===== config.mk =====
export PLATFORM = sky130hd
export DESIGN_NAME = adder_arbiter
export DESIGN_NICKNAME = d
export VERILOG_FILES = /design/src/rtl/adder_arbiter.sv
export SDC_FILE = /design/constraint.sdc
export NUM_CORES = 1
export LEC_CHECK = 0
export ABC_AREA = 1
export CORE_ASPECT_RATIO = 1.2
export CORE_MARGIN = 2
export CORE_UTILIZATION = 60
export DETAILED_ROUTE_END_ITERATION = 8
export DONT_BUFFER_PORTS = 1
export GPL_TIMING_DRIVEN = 0
export PLACE_DENSITY = 0.73
export SLEW_MARGIN = 20
export SYNTH_ARGS = -nofsm -noshare
export SYNTH_HDL_FRONTEND = slang
export SYNTH_SLANG_ARGS = --single-unit

===== constraint.sdc =====
create_clock -name clk -period 2.45 [get_ports clk]
set_input_delay 0.1225 -clock clk [delete_from_list [all_inputs] [get_ports clk]]
set_output_delay 0.1225 -clock clk [all_outputs]
set_load 0.05 [all_outputs]

===== src/rtl/adder_arbiter.sv =====
// Two-requester round-robin arbiter serialising W-bit additions through one shared 4-bit adder.
// Optional macro ADDER_ARBITER_CIN_SKIP_EN skips the carry-in step for nibbles whose carry-in is 0.
module adder_arbiter #(
  parameter int NIBBLES = 4
) (
  input  logic                 clk,
  input  logic                 rst_n,
  input  logic                 req0_valid,
  input  logic                 req1_valid,
  output logic                 req0_ready,
  output logic                 req1_ready,
  input  logic [4*NIBBLES-1:0] req0_a,
  input  logic [4*NIBBLES-1:0] req0_b,
  input  logic [4*NIBBLES-1:0] req1_a,
  input  logic [4*NIBBLES-1:0] req1_b,
  output logic [3:0]           add_a,
  output logic [3:0]           add_b,
  input  logic [3:0]           add_s,
  input  logic                 add_c,
  output logic                 resp_valid,
  input  logic                 resp_ready,
  output logic [4*NIBBLES-1:0] resp_sum,
  output logic                 resp_cout,
  output logic                 resp_id
);

  localparam int W  = 4 * NIBBLES;
  localparam int IW = (NIBBLES > 1) ? $clog2(NIBBLES) : 1;

  typedef enum logic [1:0] {IDLE, CIN, ADDB, DONE} state_t;

  state_t          state, state_next;
  logic [W-1:0]    a_q, b_q, sum_q;
  logic [W-1:0]    sel_a, sel_b;
  logic [3:0]      partial_q;
  logic            c1_q, carry_q, id_q, last_grant_q;
  logic [IW-1:0]   idx_q, idx_inc;
  logic            accept, grant, last_nib, carry_next;

  // Ready is gated by rst_n so it drops the instant reset is asserted.
  assign req0_ready = rst_n && (state == IDLE) && req0_valid && (!req1_valid || last_grant_q);
  assign req1_ready = rst_n && (state == IDLE) && req1_valid && (!req0_valid || !last_grant_q);
  assign accept     = req0_ready || req1_ready;
  assign grant      = req1_ready;
  assign sel_a      = grant ? req1_a : req0_a;
  assign sel_b      = grant ? req1_b : req0_b;

  assign idx_inc    = idx_q + 1'b1;
  assign last_nib   = (idx_q == IW'(NIBBLES - 1));
  assign carry_next = c1_q | add_c;

  assign resp_valid = (state == DONE);
  assign resp_sum   = sum_q;
  assign resp_cout  = carry_q;
  assign resp_id    = id_q;

  always_ff @(posedge clk or negedge rst_n) begin
    if (!rst_n) state <= IDLE;
    else        state <= state_next;
  end

  always_comb begin
    state_next = state;
    add_a      = '0;
    add_b      = '0;
    unique case (state)
      IDLE: begin
        if (accept) begin
`ifdef ADDER_ARBITER_CIN_SKIP_EN
          state_next = ADDB;
`else
          state_next = CIN;
`endif
        end
      end
      CIN: begin
        add_a      = a_q[{idx_q, 2'b00} +: 4];
        add_b      = {3'b000, carry_q};
        state_next = ADDB;
      end
      ADDB: begin
        add_a = partial_q;
        add_b = b_q[{idx_q, 2'b00} +: 4];
        if (last_nib) begin
          state_next = DONE;
        end else begin
`ifdef ADDER_ARBITER_CIN_SKIP_EN
          state_next = carry_next ? CIN : ADDB;
`else
          state_next = CIN;
`endif
        end
      end
      DONE: begin
        if (resp_ready) state_next = IDLE;
      end
      default: state_next = IDLE;
    endcase
  end

  always_ff @(posedge clk or negedge rst_n) begin
    if (!rst_n) begin
      a_q          <= '0;
      b_q          <= '0;
      sum_q        <= '0;
      partial_q    <= '0;
      c1_q         <= 1'b0;
      carry_q      <= 1'b0;
      id_q         <= 1'b0;
      idx_q        <= '0;
      last_grant_q <= 1'b1;
    end else begin
      unique case (state)
        IDLE: begin
          if (accept) begin
            a_q          <= sel_a;
            b_q          <= sel_b;
            id_q         <= grant;
            last_grant_q <= grant;
            carry_q      <= 1'b0;
            idx_q        <= '0;
            partial_q    <= sel_a[3:0];
            c1_q         <= 1'b0;
          end
        end
        CIN: begin
          partial_q <= add_s;
          c1_q      <= add_c;
        end
        ADDB: begin
          sum_q[{idx_q, 2'b00} +: 4] <= add_s;
          carry_q                    <= carry_next;
          if (!last_nib) begin
            idx_q <= idx_inc;
            // With skip, a direct ADDB->ADDB step needs the next A nibble preloaded as partial.
            partial_q <= a_q[{idx_inc, 2'b00} +: 4];
            c1_q      <= 1'b0;
          end
        end
        default: ;
      endcase
    end
  end

endmodule


# Word level (Yosys, flattened, before mapping)
# Index checks and enable logic that the tools add are counted.
# W data, S select, Z words.
dict set report totals {
  register_bits 60
  latch_bits 0
  ramBits 0
  mem_bits_ro 0
  in_bits 74
  output_inout_bits 29
  word_cells 63
  mem_count 0
}
dict set report classes {
  addsub 2
  mul 0
  div 0
  n_lt_le_gt_ge 0
  n_eq_ne 7
  shifts 5
  n_mux 19
  bitwise 1
  n_reduce_logical 19
}
# operator count
set ops {}
lappend ops {{$shiftx A16 B5 Y4} 3}
lappend ops {{$mux W16} 2}
lappend ops {{$bwmux W16} 1}
lappend ops {{$pmux W4 S2} 2}
lappend ops {{$shift A4 B6 Y16 const A} 1}
lappend ops {{$shiftx A4 B6 Y16} 1}
lappend ops {{$pmux W4 S3} 1}
lappend ops {{$mux W2} 5}
lappend ops {{$mux W4} 2}
lappend ops {{$pmux W2 S4} 1}
lappend ops {{$eq A2 B2 Y1 const B} 3}
lappend ops {{$neg A4 Y6} 1}
lappend ops {{$reduce_and A2 Y1} 3}
lappend ops {{$reduce_and A3 Y1} 2}
lappend ops {{$logic_and A1 B1 Y1} 5}
lappend ops {{$ne A2 B2 Y1 const B} 2}
lappend ops {{$pmux W2 S2} 1}
lappend ops {{$logic_not A1 Y1} 3}
lappend ops {{$logic_or A1 B1 Y1} 3}
lappend ops {{$pmux W1 S3} 1}
lappend ops {{$reduce_bool A3 Y1} 1}
lappend ops {{$add A2 B1 Y2 const B} 1}
lappend ops {{$eq A2 B1 Y1 const B} 1}
lappend ops {{$logic_not A2 Y1} 1}
lappend ops {{other kinds (5)} 6}

# Logic depth before layout (Yosys ltp)
dict set report depth {
  word_depth 7
  depth_mapped 10
  ltp_nobuf 10
}

# Least setup slack after synthesis
# No wires, ideal clock.
dict set report synth_path {
  path_type {reg2out}
  from {register state[0]}
  to {output add_b[0]}
  t_arrival_ns 2.019
  t_required_ns 2.328
  setup_slack_ns 0.309
  stages_incl_launch_ff 5
  path_buffers 0
  cell_sequence {dfrtp_1 -> inv_1 -> ha_1 -> nand2_1 -> o21ai_0}
}
dict set report synth_between {
  elab_chain_len 2
}
# item line_no
set synth_lines {}
lappend synth_lines {{start: declaration} 32} ;# state_t state, state_next;
lappend synth_lines {{start signal: assignment} 59} ;# else state <= state_next;
lappend synth_lines {{$eq A2 B2 Y1 / $eq A2 B1 Y1 (equally long branches)} 66} ;# unique case (state)
lappend synth_lines {{$pmux W4 S2 *} 66}
lappend synth_lines {{end: declaration} 17} ;# output logic [3:0] add_b,
# Every way passes the cells marked *; elsewhere a longest branch is shown, timed or not.

# Worst setup path in the final report
dict set report layout_path {
  from {register idx_q[0]}
  to {output add_b[3]}
}
dict set report layout_between {
  elab_chain_len 2
}
# item line_no
set layout_lines {}
lappend layout_lines {{start: declaration} 37} ;# logic [IW-1:0] idx_q, idx_inc;
lappend layout_lines {{start signal: assignment} 134} ;# idx_q <= idx_inc;
lappend layout_lines {{$shiftx A16 B5 Y4} 83} ;# add_b = b_q[{idx_q, 2'b00} +: 4];
lappend layout_lines {{$pmux W4 S2} 66}
# Every way passes these cells.

==> flow_metrics.env <==
export IMPL_outcome="completed"
export IMPL_ys_warn_count=0
export IMPL_reg2reg_slack_ps=200
export IMPL_clock_path_buffers=2
export IMPL_die_w_um=72.0
export IMPL_r2r_start="idx_q[0]"
export IMPL_cts_root_buffer="clkbuf_8"
export IMPL_finalCriticalPeriod_ps=2420
export IMPL_final_hold_viol_count=0
export IMPL_synth_area_um2=3330
export IMPL_cts_tree="yes"
export IMPL_first_pass_iters=5
export IMPL_cts_made_buffers=9
export IMPL_drtAntennaViolNets=0
export IMPL_vias=3375
export IMPL_required_ps=2330
export IMPL_postSynthCellCount=440
export IMPL_min_to="a_q[5]"
export IMPL_gr_usage_all_layers_pct=33.5
export IMPL_finalSetupTns_ps=0
export IMPL_grt_pass1_wl_mm=15.8
export IMPL_startpoint_type="register"
export IMPL_num_rows=29
export IMPL_grt_overflow=0
export IMPL_power_leakage_uw=0.00194
export IMPL_finClkSkew_ps=10.4
export IMPL_layout_drive_gt1_share_pct=7.52
export IMPL_avgSynthCellArea_um2=7.56
export IMPL_place_area_um2=3400
export IMPL_regArea_um2=1500
export IMPL_cts_setup_buffers=0
export IMPL_min_path_cells=2
export IMPL_die_h_um=85.6
export IMPL_path_clk_slew_ps=70
export IMPL_clk_latency_ps=340
export IMPL_final_cells=567
export IMPL_wire_per_inst_um=17.2
export IMPL_num_nets_final=586
export IMPL_fin_crit_sh_pct=98.9
export IMPL_r2r_end="partial_q[1]"
export IMPL_io_buffers=0
export IMPL_crit_arrival_ps=2300
export IMPL_ys_types=23
export IMPL_antenna_found_initial=0
export IMPL_peakVddDrop_mv=0.732
export IMPL_synth_edf_count=0
export IMPL_dp_cells=502
export IMPL_setup_violations=0
export IMPL_ys_ff_latch=60
export IMPL_multi_input_area_um2=1610
export IMPL_cap_violations=0
export IMPL_cpPeakStageDelay_ps=570
export IMPL_yosysMostFrequentCell="nand2_1"
export IMPL_final_area_um2=4120
export IMPL_cts_sinks=60
export IMPL_n_fill_cell=375
export IMPL_worstSetupEndpointType="output port"
export IMPL_worst_pin_slew_ps=639
export IMPL_vias_per_cell=5.95
export IMPL_drc=0
export IMPL_preCtsSetupSlack_ps=13.7
export IMPL_routed_wl_mm=9.74
export IMPL_ys_flop_type="dfrtp_1"
export IMPL_hp_class="input pin to register"
export IMPL_crit_path_cell_trace="clkinv_1 -> buf_2 -> a21oi_1 -> o21ai_0 -> a21oi_2"
export IMPL_path_class="register to output port"
export IMPL_slowest_stage="a21oi_2"
export IMPL_place_gp_congestion=0.863
export IMPL_die_area_um2=6160
export IMPL_reg2reg_depth=9
export IMPL_grt_pass1_vias=3462
export IMPL_num_io_pins=103
export IMPL_area_growth_syn_to_layout_pct=23.7
export IMPL_fin_ws_ps=26.7
export IMPL_yosysTopAreaCell="dfrtp_1"
export IMPL_synth_seq_area_share_pct=45.2
export IMPL_rsz0062_at_grt="yes"
export IMPL_power_per_cell_area_nw_per_um2=1200
export IMPL_num_antenna_cells=0
export IMPL_hold_start="req0_a[5]"
export IMPL_maxSlewViolCount=0
export IMPL_initial_core_util_pct=62.4
export IMPL_syn_nets=526
export IMPL_drtIter0Drc=205
export IMPL_place_hpwl_mm=6.22
export IMPL_htreeDepth=3
export IMPL_hold_ws_ps=6.57
export IMPL_coreArea_um2=5330
export IMPL_path_max_fanout=12
export IMPL_synthArstFlopShare_pct=100
export IMPL_synth_top_area_share_pct=44.4
export IMPL_grt_max_degree=61
export IMPL_synth_common_cells="124 x nand2_1, 68 x a21oi_1, 59 x dfrtp_1, 40 x nand3_1, 36 x inv_1"
export IMPL_max_clock_freq_mhz=413
export IMPL_yosys_top_cells_area="dfrtp_1 44%, nand2_1 14%, a21oi_1 10%, nand3_1 6.0%, o21ai_0 4.7%"
export IMPL_slew_headroom_pct=57.5
-- final cells by class --
| cell class | count | area share (%) |
|---|---|---|
| well taps | 62 | 1.89 |
| clock inverters | 3 | 0.365 |
| flip-flops and latches | 60 | 36.5 |
| inverters | 39 | 3.65 |
| plain buffers | 19 | 2.31 |
| repair buffers | 50 | 12.6 |
| clock buffers | 13 | 3.62 |
| multi-input cells | 321 | 39.1 |
-- per-stage QoR --
step	utilization, %	total power, uW
after CTS	76.8	4860
after floorplan	-	3540
final	77.2	4930
after global routing	77.2	5260
after global placement	63.8	3930
after detailed placement	63.8	3990
-- registers in the layout, summed over array words and instances (netlist names) --
signal,flops
a_q,16
b_q,16
resp_sum,16
partial_q,4
idx_q,2
state,2
c1_q,1
last_grant_q,1
resp_cout,1
resp_id,1
-- critical path: cells and delay by family, from the launching register on --
| family | cells | cell delay, ps |
|---|---|---|
| buffers and inverters | 2 | 570 |
| AO/OA/AOI/OAI | 3 | 900 |
| flip-flops | 1 | 480 |
-- cells by family after synthesis --
group,after synthesis,share of synthesized area [%]
and+or+nand+nor,193,24.0
buffers and inverters,59,7.33
adders and majority gates,12,4.51
AOI/OAI and AO/OA,116,19.0
DFF,60,45.2
-- worst max-delay path by stage --
stage / end / startpoint / slack (ps) / cells past startpoint
detailed placement: partial_q[0] / idx_q[1] / 10 / 10
finish: add_b[3] / idx_q[0] / 30 / 5
global route: add_b[3] / idx_q[0] / -90 / 5
global placement: partial_q[1] / idx_q[1] / 5 / 10
floorplan: add_b[0] / state[0] / 310 / 4
CTS: add_b[3] / idx_q[0] / 30 / 5
-- layout by cell type, fill, tap and decap left out, types with 2 or more instances in the layout --
cell,synthesis,layout
a22oi_1,7,7
clkinv_2,0,3
a22o_2,0,4
clkbuf_8,0,10
buf_6,2,2
inv_1,36,36
a21oi_1,68,65
o21ai_0,31,30
dfrtp_1,59,59
ha_1,12,12
buf_2,6,6
nand3_1,40,40
nand4_1,2,2
nor2_1,24,24
nand2_1,124,124
dlygate4sd3_1,0,49
o31ai_1,4,4
clkbuf_1,12,13
a21oi_2,0,2
-- power by group --
part	total [uW]	internal (uW)	switching, uW
Sequential	2150	1430	718
Clock	765	391	374
Combinational	2010	652	1360
Total	4930	2470	2450
-- per-layer routing --
layer  GRT usage (%)  up-vias  part of all wire, %
met1            39.4     1597                   38
met5               0        -                    0
met2            58.5      167                   51
met3            6.11       31                  7.4
li1                -     1580                    -
met4            15.8        0                  3.2
-- repair_timing --
item / 4_1_cts / 5_1_grt
hold endpoints to repair: 104 / 0
hold buffers: 50 / 0
gates resized for setup: 4 / 7
cloned: 0 / 0
endpoints found under the setup margin: 7 / 21
Power figures use the tool's default switching activity.
